--- src/rtl/dispatch_ctrl.sv ---
// Decode-stage sequencer: instruction FIFO feeding a decoder, one-hot valid/ready dispatch to NUM_UNITS units.
// Optional macro DISPATCH_STALL_CNT_EN adds the saturating stall_cycles counter output.
module dispatch_ctrl #(
  parameter int DEPTH     = 4,
  parameter int NUM_UNITS = 4,
  parameter int EXW       = 3
) (
  input  logic                     clk,
  input  logic                     rst,
  input  logic                     flush,
  input  logic                     fetch_valid,
  output logic                     fetch_ready,
  input  logic [31:0]              fetch_inst,
  input  logic [31:0]              fetch_pc,
  output logic [31:0]              dec_inst,
  output logic [31:0]              dec_pc,
  input  logic [EXW-1:0]           dec_ex_unit,
  output logic [NUM_UNITS-1:0]     disp_valid,
  input  logic [NUM_UNITS-1:0]     disp_ready,
  output logic [31:0]              disp_inst,
  output logic [31:0]              disp_pc,
  output logic                     illegal,
`ifdef DISPATCH_STALL_CNT_EN
  output logic [31:0]              stall_cycles,
`endif
  output logic [$clog2(DEPTH):0]   occupancy
);

  localparam int PW = $clog2(DEPTH);
  localparam int CW = PW + 1;
  localparam logic [31:0] NOP_INST = 32'h0000_0013;
  localparam logic [EXW:0] MAX_UNIT = (EXW+1)'(NUM_UNITS);

  typedef enum logic {S_EMPTY, S_HOLD} state_t;

  state_t                state_q, state_d;
  logic [31:0]           inst_mem_q [DEPTH];
  logic [31:0]           pc_mem_q   [DEPTH];
  logic [PW-1:0]         wr_ptr_q, wr_ptr_d;
  logic [PW-1:0]         rd_ptr_q, rd_ptr_d;
  logic [CW-1:0]         count_q, count_d;
  logic [NUM_UNITS-1:0]  sel_q, sel_d;
  logic [31:0]           out_inst_q, out_inst_d;
  logic [31:0]           out_pc_q, out_pc_d;
  logic                  illegal_q, illegal_d;

  logic fifo_empty, head_legal, holding, accept, take, load, drop, push;

  // Handshake and FIFO control decoded from the current state and decoder result
  always_comb begin
    fifo_empty  = (count_q == '0);
    fetch_ready = (count_q < CW'(DEPTH));
    dec_inst    = fifo_empty ? NOP_INST : inst_mem_q[rd_ptr_q];
    dec_pc      = fifo_empty ? 32'h0    : pc_mem_q[rd_ptr_q];
    head_legal  = (dec_ex_unit != '0) && ({1'b0, dec_ex_unit} <= MAX_UNIT);
    holding     = (state_q == S_HOLD);
    accept      = holding && |(sel_q & disp_ready);
    take        = !fifo_empty && (!holding || accept);
    load        = take && head_legal;
    drop        = take && !head_legal;
    push        = fetch_valid && fetch_ready;
  end

  // Next-state logic
  always_comb begin
    state_d = state_q;
    case (state_q)
      S_EMPTY: if (load) state_d = S_HOLD;
      S_HOLD:  if (accept) state_d = load ? S_HOLD : S_EMPTY;
      default: state_d = S_EMPTY;
    endcase
    if (flush) state_d = S_EMPTY;
  end

  // Output decode: the held one-hot select is only visible while holding
  always_comb begin
    disp_valid = holding ? sel_q : '0;
    disp_inst  = out_inst_q;
    disp_pc    = out_pc_q;
    illegal    = illegal_q;
    occupancy  = count_q;
  end

  always_comb begin
    wr_ptr_d   = wr_ptr_q + PW'(push);
    rd_ptr_d   = rd_ptr_q + PW'(take);
    count_d    = count_q + CW'(push) - CW'(take);
    sel_d      = sel_q;
    out_inst_d = out_inst_q;
    out_pc_d   = out_pc_q;
    illegal_d  = drop;
    if (load) begin
      sel_d      = NUM_UNITS'(1) << (dec_ex_unit - 1'b1);
      out_inst_d = dec_inst;
      out_pc_d   = dec_pc;
    end
    if (flush) begin
      wr_ptr_d   = '0;
      rd_ptr_d   = '0;
      count_d    = '0;
      sel_d      = '0;
      out_inst_d = '0;
      out_pc_d   = '0;
      illegal_d  = 1'b0;
    end
  end

  always_ff @(posedge clk) begin
    if (rst) begin
      state_q    <= S_EMPTY;
      wr_ptr_q   <= '0;
      rd_ptr_q   <= '0;
      count_q    <= '0;
      sel_q      <= '0;
      out_inst_q <= '0;
      out_pc_q   <= '0;
      illegal_q  <= 1'b0;
    end else begin
      state_q    <= state_d;
      wr_ptr_q   <= wr_ptr_d;
      rd_ptr_q   <= rd_ptr_d;
      count_q    <= count_d;
      sel_q      <= sel_d;
      out_inst_q <= out_inst_d;
      out_pc_q   <= out_pc_d;
      illegal_q  <= illegal_d;
    end
  end

  // Storage needs no reset: entries are only read below a valid count
  always_ff @(posedge clk) begin
    if (push && !flush) begin
      inst_mem_q[wr_ptr_q] <= fetch_inst;
      pc_mem_q[wr_ptr_q]   <= fetch_pc;
    end
  end

`ifdef DISPATCH_STALL_CNT_EN
  logic [31:0] stall_q, stall_d;

  always_comb begin
    stall_d = stall_q;
    if (holding && !accept && stall_q != 32'hFFFF_FFFF) stall_d = stall_q + 32'd1;
  end

  always_ff @(posedge clk) begin
    if (rst) stall_q <= '0;
    else     stall_q <= stall_d;
  end

  assign stall_cycles = stall_q;
`endif

endmodule
--- config.mk ---
export PLATFORM = sky130hd
export DESIGN_NAME = dispatch_ctrl
export DESIGN_NICKNAME = d
export VERILOG_FILES = /design/src/rtl/dispatch_ctrl.sv
export SDC_FILE = /design/constraint.sdc
export NUM_CORES = 1
export LEC_CHECK = 0
export CORE_MARGIN = 2
export CORE_UTILIZATION = 48
export DETAILED_ROUTE_END_ITERATION = 8
export PLACE_DENSITY_LB_ADDON = 0.08
export SYNTH_ARGS = -nofsm -noshare
export SYNTH_HDL_FRONTEND = slang
export SYNTH_SLANG_ARGS = --single-unit
export TNS_END_PERCENT = 30
--- constraint.sdc ---
create_clock -name clk -period 8.1 [get_ports clk]
set_clock_uncertainty 0.15 [all_clocks]
set_input_delay 1.215 -clock clk [delete_from_list [all_inputs] [get_ports clk]]
set_output_delay 1.215 -clock clk [all_outputs]
set_load 0.02 [all_outputs]
==> results of run 1 <==
==> sequential cells by signal (all words and copies together), names as in the netlist <==
register,flops
disp_inst,32
disp_pc,32
holding,1
illegal,1
inst_mem_q,128
occupancy,3
pc_mem_q,128
rd_ptr_q,2
sel_q,4
wr_ptr_q,2
==> layer usage <==
metal  part of all wire, %  GRT usage (%)  up-vias
met5                 0.038              0        -
met4                   2.8          7.496        2
met3                   6.7          4.919       66
met2                    50          35.19      294
met1                    40          25.35     3855
li1                      -              -     3398
==> power groups by stage <==
stage	Clock [W]	Combinational, W	Sequential, W
finish	0.00144	0.00181	0.00201
global route	0.00153	0.00192	0.00202
CTS	0.00148	0.00182	0.00201
detailed placement	0	0.00181	0.00205
global placement	0	0.00178	0.00204
floorplan	0	0.00109	0.00205
==> placed cells by master (no fill, tap or decap), types with 5 or more instances in the layout <==
master / n
a21oi_1: 65
and2_1: 6
buf_4: 11
clkbuf_1: 9
clkbuf_16: 37
clkdlybuf4s50_1: 211
clkinv_1: 9
clkinv_2: 7
dfxtp_1: 75
edfxtp_1: 256
mux4_2: 64
nand2_1: 6
nand3_1: 64
nor2_1: 7
nor2b_1: 61
nor3_1: 5
o21ai_0: 61
==> path summary, 6_finish.rpt <==
kind	end	slack, ps	cells past startpoint
min reg2reg	disp_pc[11]$_SDFFE_PP0P_	330	2
max	dec_pc[20]	3380	4
max reg2reg	occupancy[2]$_SDFF_PP0_	4960	11
min	disp_pc[11]$_SDFFE_PP0P_	330	2
==> per-stage QoR <==
stage | util (%) | setup slack (ps) | hold slack (ps) | total power [W] | std cells
4_1_cts | 62.12 | 3246 | 324.8 | 0.005309 | 1335
5_1_grt | 62.12 | 3096 | 346.7 | 0.005480 | 1335
3_5_place_dp | 58.16 | 3613 | 317.1 | 0.003859 | 1272
3_3_place_gp | 58.16 | 3734 | 311.1 | 0.003821 | 1272
6_report | 62.14 | 3377 | 325.9 | 0.005255 | 1337
2_1_floorplan | - | 2643 | 313.6 | 0.003141 | 772
==> worst min-delay path, cell delays in order, from the launching register on <==
cell and delay (ps):
dfxtp_1 300, o21ai_0 60, a21oi_1 60
==> area by class of cell <==
cell class | instances | area [um2]
clock buffer | 46 | 959.7
inverter | 5 | 18.77
timing repair buffer | 222 | 2195
sequential | 333 | 9236
antenna | 2 | 5.005
fill | 1910 | 9866
tap | 335 | 419.2
clock inverter | 17 | 73.82
multi-input combinational | 377 | 3286
==> cell families (layout without fill, tap and decap cells) <==
kind of cell | Yosys count | after routing | synth area share (%)
buffers and inverters | 62 | 290 | 2.354
AOI/OAI and AO/OA | 139 | 139 | 5.875
muxes | 65 | 65 | 11.39
DFF | 333 | 333 | 72.35
other | 0 | 2 | 0
and+or+nand+nor | 162 | 162 | 7.013
adders and majority gates | 5 | 5 | 0.5493
xor gates and xnor gates | 6 | 6 | 0.4708
==> results_dict.tcl, run 1 <==
set metrics [dict create \
    swShare_pct 33.23 \
    powerDensity_nw_per_um2 324.5 \
    synth_cell_type_count 42 \
    power.leakage_nw 5.003 \
    dp_hpwl_um 17190 \
    p_comb_share_pct 34.4 \
    fin_setup_tns_ps 0 \
    rsz0062_at_grt "no" \
    track_usage_pct 20.48 \
    pwr-share-clk_pct 27.4 \
    ys_seq_area_share_pct 72.35 \
    synth_top_cell_area_share_pct 60.26 \
    hold_buffers 0 \
    dpl_cell_area_um2 15150 \
    crit_chain "buf_4 > mux4_2 > nor2b_1 > clkdlybuf4s50_1" \
    cp-startpoint "rd_ptr_q[0]$_SDFF_PP0_" \
    core_um2 26060 \
    drt_first_pass_iters 5 \
    synth_common_cells "edfxtp_1 (256), dfxtp_1 (77), a21oi_1 (65)" \
    slew_violations 0 \
    maxCapViolations 0 \
    fin_crit_ps 4723 \
    finalNetCount 1054 \
    path_max_fanout 39 \
    p_sw_w 0.001746 \
    numCtsBuffers 35 \
    dieArea_um2 27900 \
    vias 7615 \
    synthTopCellsByArea "edfxtp_1 (60%), dfxtp_1 (12%), mux4_2 (11%), nor2b_1 (3.0%), a21oi_1 (2.6%)" \
    syn_inst 772 \
    antenna_found_initial 3 \
    routed_wl_um 28740 \
    cts_root_buf "clkbuf_16" \
    worst_ep_required_time_ps 6730 \
    synth.largest_area_cell "edfxtp_1" \
    post_drt_wl_per_cell_um 21.49 \
    fmax_ghz 0.2117 \
    htree_levels 2 \
    ant_nets 0 \
    crit_path_end_kind "output port" \
    synth-seq-cells 333 \
    crit_type "reg2out" \
    hp-start "disp_pc[11]$_SDFFE_PP0P_" \
    pwr-share-seq_pct 38.2 \
    synthToLayoutAreaGrowth_pct 26.94 \
    synthesis.area_um2 12760 \
    yosysWarnings 0 \
    die_x_um 167.0 \
    cp_data_arrival_time_ps 3360 \
    drc_errors 0 \
    cts.repair.resized 0 \
    final_layout_size_suffix_gt1_share_pct 14.00 \
    max-vdd-ir-drop_mv 0.3503 \
    synthArstFlopShare_pct 0 \
    crit_family "buffers and inverters" \
    p_int_w 0.003509 \
    ys.flop_type "edfxtp_1" \
    initial_core_util_pct 48.95 \
    cts_sinks 333 \
    via_per_inst 5.696 \
    avgSynthCellArea_um2 16.52 \
    num_rows 59 \
    period_share_pct 58.31 \
    die_y_um 167.0 \
    pin_count 212 \
    min_path_type "reg2reg" \
    crit_slowest_cell "buf_4" \
    worst_slew_pin_slew_ps 1053 \
    cp_slowest_stage_delay_ps 740 \
    cp_num_buf_inv 2 \
    grt_overflow 0 \
    grt_max_degree 71 \
    final_cell_area_um2 16190 \
    hold_viol 0 \
    clock_latency_ps 510 \
    cts_max_path_buffers 3 \
    clkTransAtPathRegs_ps 60 \
    synth_edf_count 256 \
    setup-violations-final 0 \
    timing.rr.start "sel_q[0]$_SDFFE_PP0P_" \
    cts_tree "done" \
    globalplace.congestion 0.7757 \
    grt_pass1_wl_um 44150 \
    port_buffers 211 \
    slew_headroom_pct 29.79 \
    synthesis.nets 852 \
    post_cts_buffers 0 \
    yosysMostFrequentCell "edfxtp_1" \
    start_kind "flop" \
    grt_pass1_vias 7936 \
    drt_iter0_markers 446 \
    status "finished, final reports clean" \
]
(Power assumes the default switching activity.)
==> inputs of run 2 (changes only) <==
- clock period: 8.1 -> 3.9 ns (I/O delays scaled with it)
==> run 2 against run 1 <==
Compared with the run above: worst hold slack about the same; power increased by 120%; die area unchanged; clock power increased by 130%; global-route usage increased by 0.22 points; sequential share of layout area decreased by 0.97 points; critical path type unchanged; flip-flop and latch count unchanged; register-to-register slack got worse by 3800 ps; via count decreased by 0.54%; sequential power increased by 110%; clock-buffer cell count increased by 4; non-clock buffer count increased by 9.
==> results_dict.tcl, run 2 (same netlist as run 1, synthesis figures left out) <==
set metrics [dict create \
    final_cell_mix "edfxtp_1 (256), clkdlybuf4s50_1 (211), dfxtp_1 (75)" \
    placedCellCount 1281 \
    die_y_um 167.0 \
    cts_sinks 333 \
    post_drt_wl_per_cell_um 21.39 \
    die_x_um 167.0 \
    drt_first_pass_iters 5 \
    pin_count 212 \
    routed_wl_um 28840 \
    crit_type "reg2out" \
    instances_no_fill 1348 \
    reg2reg_depth 12 \
    cts_root_buf "clkbuf_16" \
    final_common_cell "edfxtp_1" \
    powerDensity_nw_per_um2 687.4 \
    worst_ep_required_time_ps 3160 \
    drt_iter0_markers 548 \
    dp_hpwl_um 17840 \
    clock_latency_ps 510 \
    cts.repair.resized 0 \
    grt_max_degree 70 \
    route.met2.wl_um 14410 \
    status "finished, final reports clean" \
    max-vdd-ir-drop_mv 0.5116 \
    globalplace.congestion 0.7846 \
    post_cts_buffers 0 \
    slew_headroom_pct 46.92 \
    num_rows 59 \
    dieArea_um2 27900 \
    cts_max_path_buffers 3 \
    hold_viol 0 \
    largestRegisters "inst_mem_q: 128 flops, pc_mem_q: 128 flops" \
    nFillCells 1893 \
    drc_errors 0 \
    ant_nets 0 \
    whs_path_depth 2 \
    wl_met1_um 11900 \
    hold_buffers 0 \
    core_um2 26060 \
    crit_path_end_kind "output port" \
    via_per_inst 5.619 \
    fin_crit_ps 3484 \
    track_usage_pct 20.70 \
    synthToLayoutAreaGrowth_pct 29.15 \
    slew_violations 0 \
    min_path_type "reg2reg" \
    grt_overflow 0 \
    grt_pass1_wl_um 44900 \
    clkTransAtPathRegs_ps 60 \
    htree_levels 2 \
    numCtsBuffers 36 \
    start_kind "flop" \
    maxCapViolations 0 \
    route.met3.wl_um 1932 \
    worst_slew_pin_slew_ps 796.2 \
    grt_pass1_vias 7891 \
    fmax_ghz 0.2870 \
    setup-violations-final 0 \
    antenna_found_initial 1 \
    finalNetCount 1064 \
    initial_core_util_pct 48.95 \
    cts_tree "done" \
    vias 7574 \
    final_layout_size_suffix_gt1_share_pct 15.22 \
    power.leakage_nw 5.141 \
    path_max_fanout 18 \
    rsz0062_at_grt "no" \
    period_share_pct 89.33 \
    cp_data_arrival_time_ps 2750 \
    port_buffers 211 \
    fin_setup_tns_ps 0 \
    highest_layer "met4" \
]
[run 2: cell count changes in the layout (fill, tap and decap cells not counted), sizes merged]
cell,change
bufinv,+3
clkinv,-3
clkbuf,+4
diode,-1
buf,+9
clkinvlp,-1
[run 2: area by class of cell]
| class | count | area [um2] | area share [%] |
|---|---|---|---|
| Clock buffer | 50 | 1016 | 6.167 |
| Sequential cell | 333 | 9236 | 56.06 |
| Inverter | 5 | 18.77 | 0.1139 |
| Timing Repair Buffer | 231 | 2337 | 14.19 |
| Tap cell | 335 | 419.2 | 2.544 |
| Multi-Input combinational cell | 377 | 3286 | 19.94 |
| Clock inverter | 16 | 158.9 | 0.9645 |
| Antenna cell | 1 | 2.502 | 0.01519 |
[run 2: path summary, 6_finish.rpt]
kind,start,to,slack (ps)
setup reg to reg,occupancy[1]$_SDFF_PP0_,occupancy[2]$_SDFF_PP0_,1190
setup / recovery,rd_ptr_q[0]$_SDFF_PP0_,dec_pc[23],420
hold / removal,disp_pc[22]$_SDFFE_PP0P_,disp_pc[22]$_SDFFE_PP0P_,330
hold reg to reg,disp_pc[22]$_SDFFE_PP0P_,disp_pc[22]$_SDFFE_PP0P_,330
[run 2: per-stage QoR]
| step | power [W] | area (um2) | hold slack (ps) | util [%] | setup slack (ps) |
|---|---|---|---|---|---|
| 2_1_floorplan | 0.006521 | 12770 | 313.6 | - | -341.0 |
| 3_3_place_gp | 0.008031 | 15300 | 309.4 | 58.70 | 696.9 |
| 3_5_place_dp | 0.008102 | 15300 | 316.9 | 58.70 | 594.9 |
| 4_1_cts | 0.01145 | 16470 | 325.0 | 63.21 | 348.9 |
| 5_1_grt | 0.01181 | 16470 | 353.9 | 63.21 | 255.5 |
| 6_report | 0.01133 | 16470 | 325.6 | 63.22 | 416.2 |
[run 2: report_power, final]
group	switching [W]	internal [W]
clock network	0.00131	0.00202
logic	0.00225	0.00160
registers	0.000125	0.00402
[run 2: layer usage]
metal | global-route usage (%) | up-vias
met5 | 0 | -
met4 | 6.184 | 0
met3 | 5.204 | 48
met2 | 35.39 | 270
met1 | 26.24 | 3838
li1 | - | 3418
[run 2: critical path: stages, from the launching register on]
cell and delay (ps):
dfxtp_4 600, buf_4 350, mux4_2 530, nor2b_1 150, clkdlybuf4s50_1 610
==> inputs of run 3 (changes only) <==
- CORE_UTILIZATION: 48 -> 57
- CTS_CLUSTER_DIAMETER: default -> 50
- DONT_BUFFER_PORTS: default -> 1
==> run 3 against run 2 <==
Compared with the run above: first-iteration DRC count down 8.0%; largest cell class unchanged; critical path depth is 1 lower; design area decreased by 13%; sequential share of layout area is 8.0 points higher; power shrank 8.5%; core utilization grew 2.6 points.
==> results_dict.tcl, run 3 (same netlist as run 1, synthesis figures left out) <==
set metrics [dict create \
    diodes 0 \
    path_max_fanout 32 \
    pwr-share-seq_pct 41.3 \
    cts_tree "done" \
    worst_ep_required_time_ps 3160 \
    grt_overflow 0 \
    grt_pass1_vias 7070 \
    status "finished, final reports clean" \
    drt_first_pass_iters 7 \
    crit_type "reg2out" \
    instances_no_fill 1092 \
    largestRegisters "inst_mem_q: 128 flops, pc_mem_q: 128 flops" \
    drc_errors 0 \
    slew_violations 0 \
    fin_util_pct 65.84 \
    rsz0062_at_grt "no" \
    pin_count 212 \
    routed_wl_um 26140 \
    slew_headroom_pct 32.59 \
    dp_hpwl_um 15660 \
    dieArea_um2 23590 \
    crit_slowest_cell "dfxtp_4" \
    vias 6877 \
    fin_crit_ps 3160 \
    port_buffers 0 \
    num_rows 54 \
    p_comb_share_pct 25.8 \
    final_layout_size_suffix_gt1_share_pct 18.84 \
    min_path_type "in2reg" \
    p_sw_w 0.003453 \
    drt_iter0_markers 504 \
    cts_sinks 333 \
    maxCapViolations 0 \
    max-vdd-ir-drop_mv 0.4795 \
    htree_levels 2 \
    worst_slew_pin_slew_ps 1011 \
    final_cell_mix "edfxtp_1 (256), dfxtp_1 (75), a21oi_1 (65)" \
    fin_setup_tns_ps 0 \
    track_usage_pct 22.03 \
    clkTransAtPathRegs_ps 60 \
    globalplace.congestion 0.7446 \
    post_cts_buffers 0 \
    cp_data_arrival_time_ps 2420 \
    cts_max_path_buffers 3 \
    grt_pass1_wl_um 40210 \
    cts_root_buf "clkbuf_16" \
    initial_core_util_pct 58.27 \
    post_drt_wl_per_cell_um 23.94 \
    numCtsBuffers 35 \
    cp_num_buf_inv 1 \
    grt_max_degree 70 \
    whs_ps 21.20 \
    setup-violations-final 0 \
    via_per_inst 6.298 \
    fmax_ghz 0.3165 \
    final_common_cell "edfxtp_1" \
    clock_latency_ps 500 \
    crit_family "flip-flops" \
    dpl_cell_area_um2 13030 \
    power.leakage_nw 4.429 \
    die_y_um 153.6 \
    period_share_pct 81.02 \
    crit_path_end_kind "output port" \
    finalNetCount 866 \
    core_um2 21890 \
    die_x_um 153.6 \
    p_int_w 0.006909 \
    swShare_pct 33.33 \
    crit_chain "buf_12 > mux4_2 > nor2b_1" \
    ant_nets 0 \
    final_cell_area_um2 14410 \
    start_kind "flop" \
    pwr-share-clk_pct 32.9 \
    hold_viol 0 \
    placedCellCount 1012 \
    synthToLayoutAreaGrowth_pct 12.99 \
    antenna_found_initial 1 \
    powerDensity_nw_per_um2 719.0 \
    cp_slowest_stage_delay_ps 770 \
]
==> run 3: cell count changes in the layout (fill, tap and decap cells not counted), sizes merged, moves of 2 or more <==
| cell | before | now |
|---|---|---|
| buf | 20 | 17 |
| bufinv | 3 | 5 |
| clkbuf | 50 | 45 |
| clkdlybuf4s50 | 211 | 0 |
| clkinv | 13 | 11 |
| dlygate4sd3 | 0 | 17 |
==> run 3: power groups by stage <==
stage          Clock [W]  Combinational [W]  Sequential, W
3_3_place_gp           0            0.00259        0.00436
4_1_cts          0.00349            0.00269        0.00429
6_report         0.00341            0.00267        0.00428
3_5_place_dp           0            0.00266        0.00436
2_1_floorplan          0            0.00227        0.00425
5_1_grt          0.00364            0.00286        0.00431
==> run 3: final timing paths <==
| kind | start | to | slack [ps] | cells after the start |
|---|---|---|---|---|
| setup reg to reg | sel_q[0]$_SDFFE_PP0P_ | occupancy[2]$_SDFF_PP0_ | 1250 | 11 |
| hold reg to reg | sel_q[3]$_SDFFE_PP0P_ | sel_q[3]$_SDFFE_PP0P_ | 370 | 2 |
| setup / recovery | rd_ptr_q[0]$_SDFF_PP0_ | dec_inst[25] | 740 | 3 |
| hold / removal | dec_ex_unit[1] | sel_q[0]$_SDFFE_PP0P_ | 20 | 1 |
==> run 3: timing repair <==
item,in CTS,in global routing
hold endpoints to repair,64,0
gates resized for setup,0,0
hold buffers,17,0
==> run 3: worst register-to-register path, stage by stage, from the launching register on <==
cell	delay, ps
dfxtp_1	330
a222oi_1	500
a21o_4	200
inv_2	40
ha_1	260
inv_1	60
ha_1	140
inv_1	50
fa_1	370
xnor2_1	190
xnor2_1	150
nor2_1	70
==> run 3: through the flow <==
step	worst slack, ps	total power [W]
2_1_floorplan	-341.0	0.006521
3_3_place_gp	1110	0.006946
3_5_place_dp	1007	0.007023
4_1_cts	633.4	0.01047
5_1_grt	551.6	0.01081
6_report	740.2	0.01036
==> run 3: final cells by class <==
cell class                      instances  area [um2]
Clock buffer                           45       997.2
Clock inverter                         18       214.0
Fill cell                            1476        7478
Inverter                                5       18.77
Multi-Input combinational cell        377        3286
Sequential cell                       333        9236
Tap cell                              280       350.3
Timing Repair Buffer                   34       310.3
==> run 3: layer usage <==
metal / share of wire [%] / vias up / GRT usage [%]
met5: 0 / - / 0
met4: 1.8 / 0 / 6.640
met3: 9.0 / 38 / 6.342
met2: 51 / 306 / 37.40
met1: 38 / 3517 / 27.85
li1: - / 3016 / -
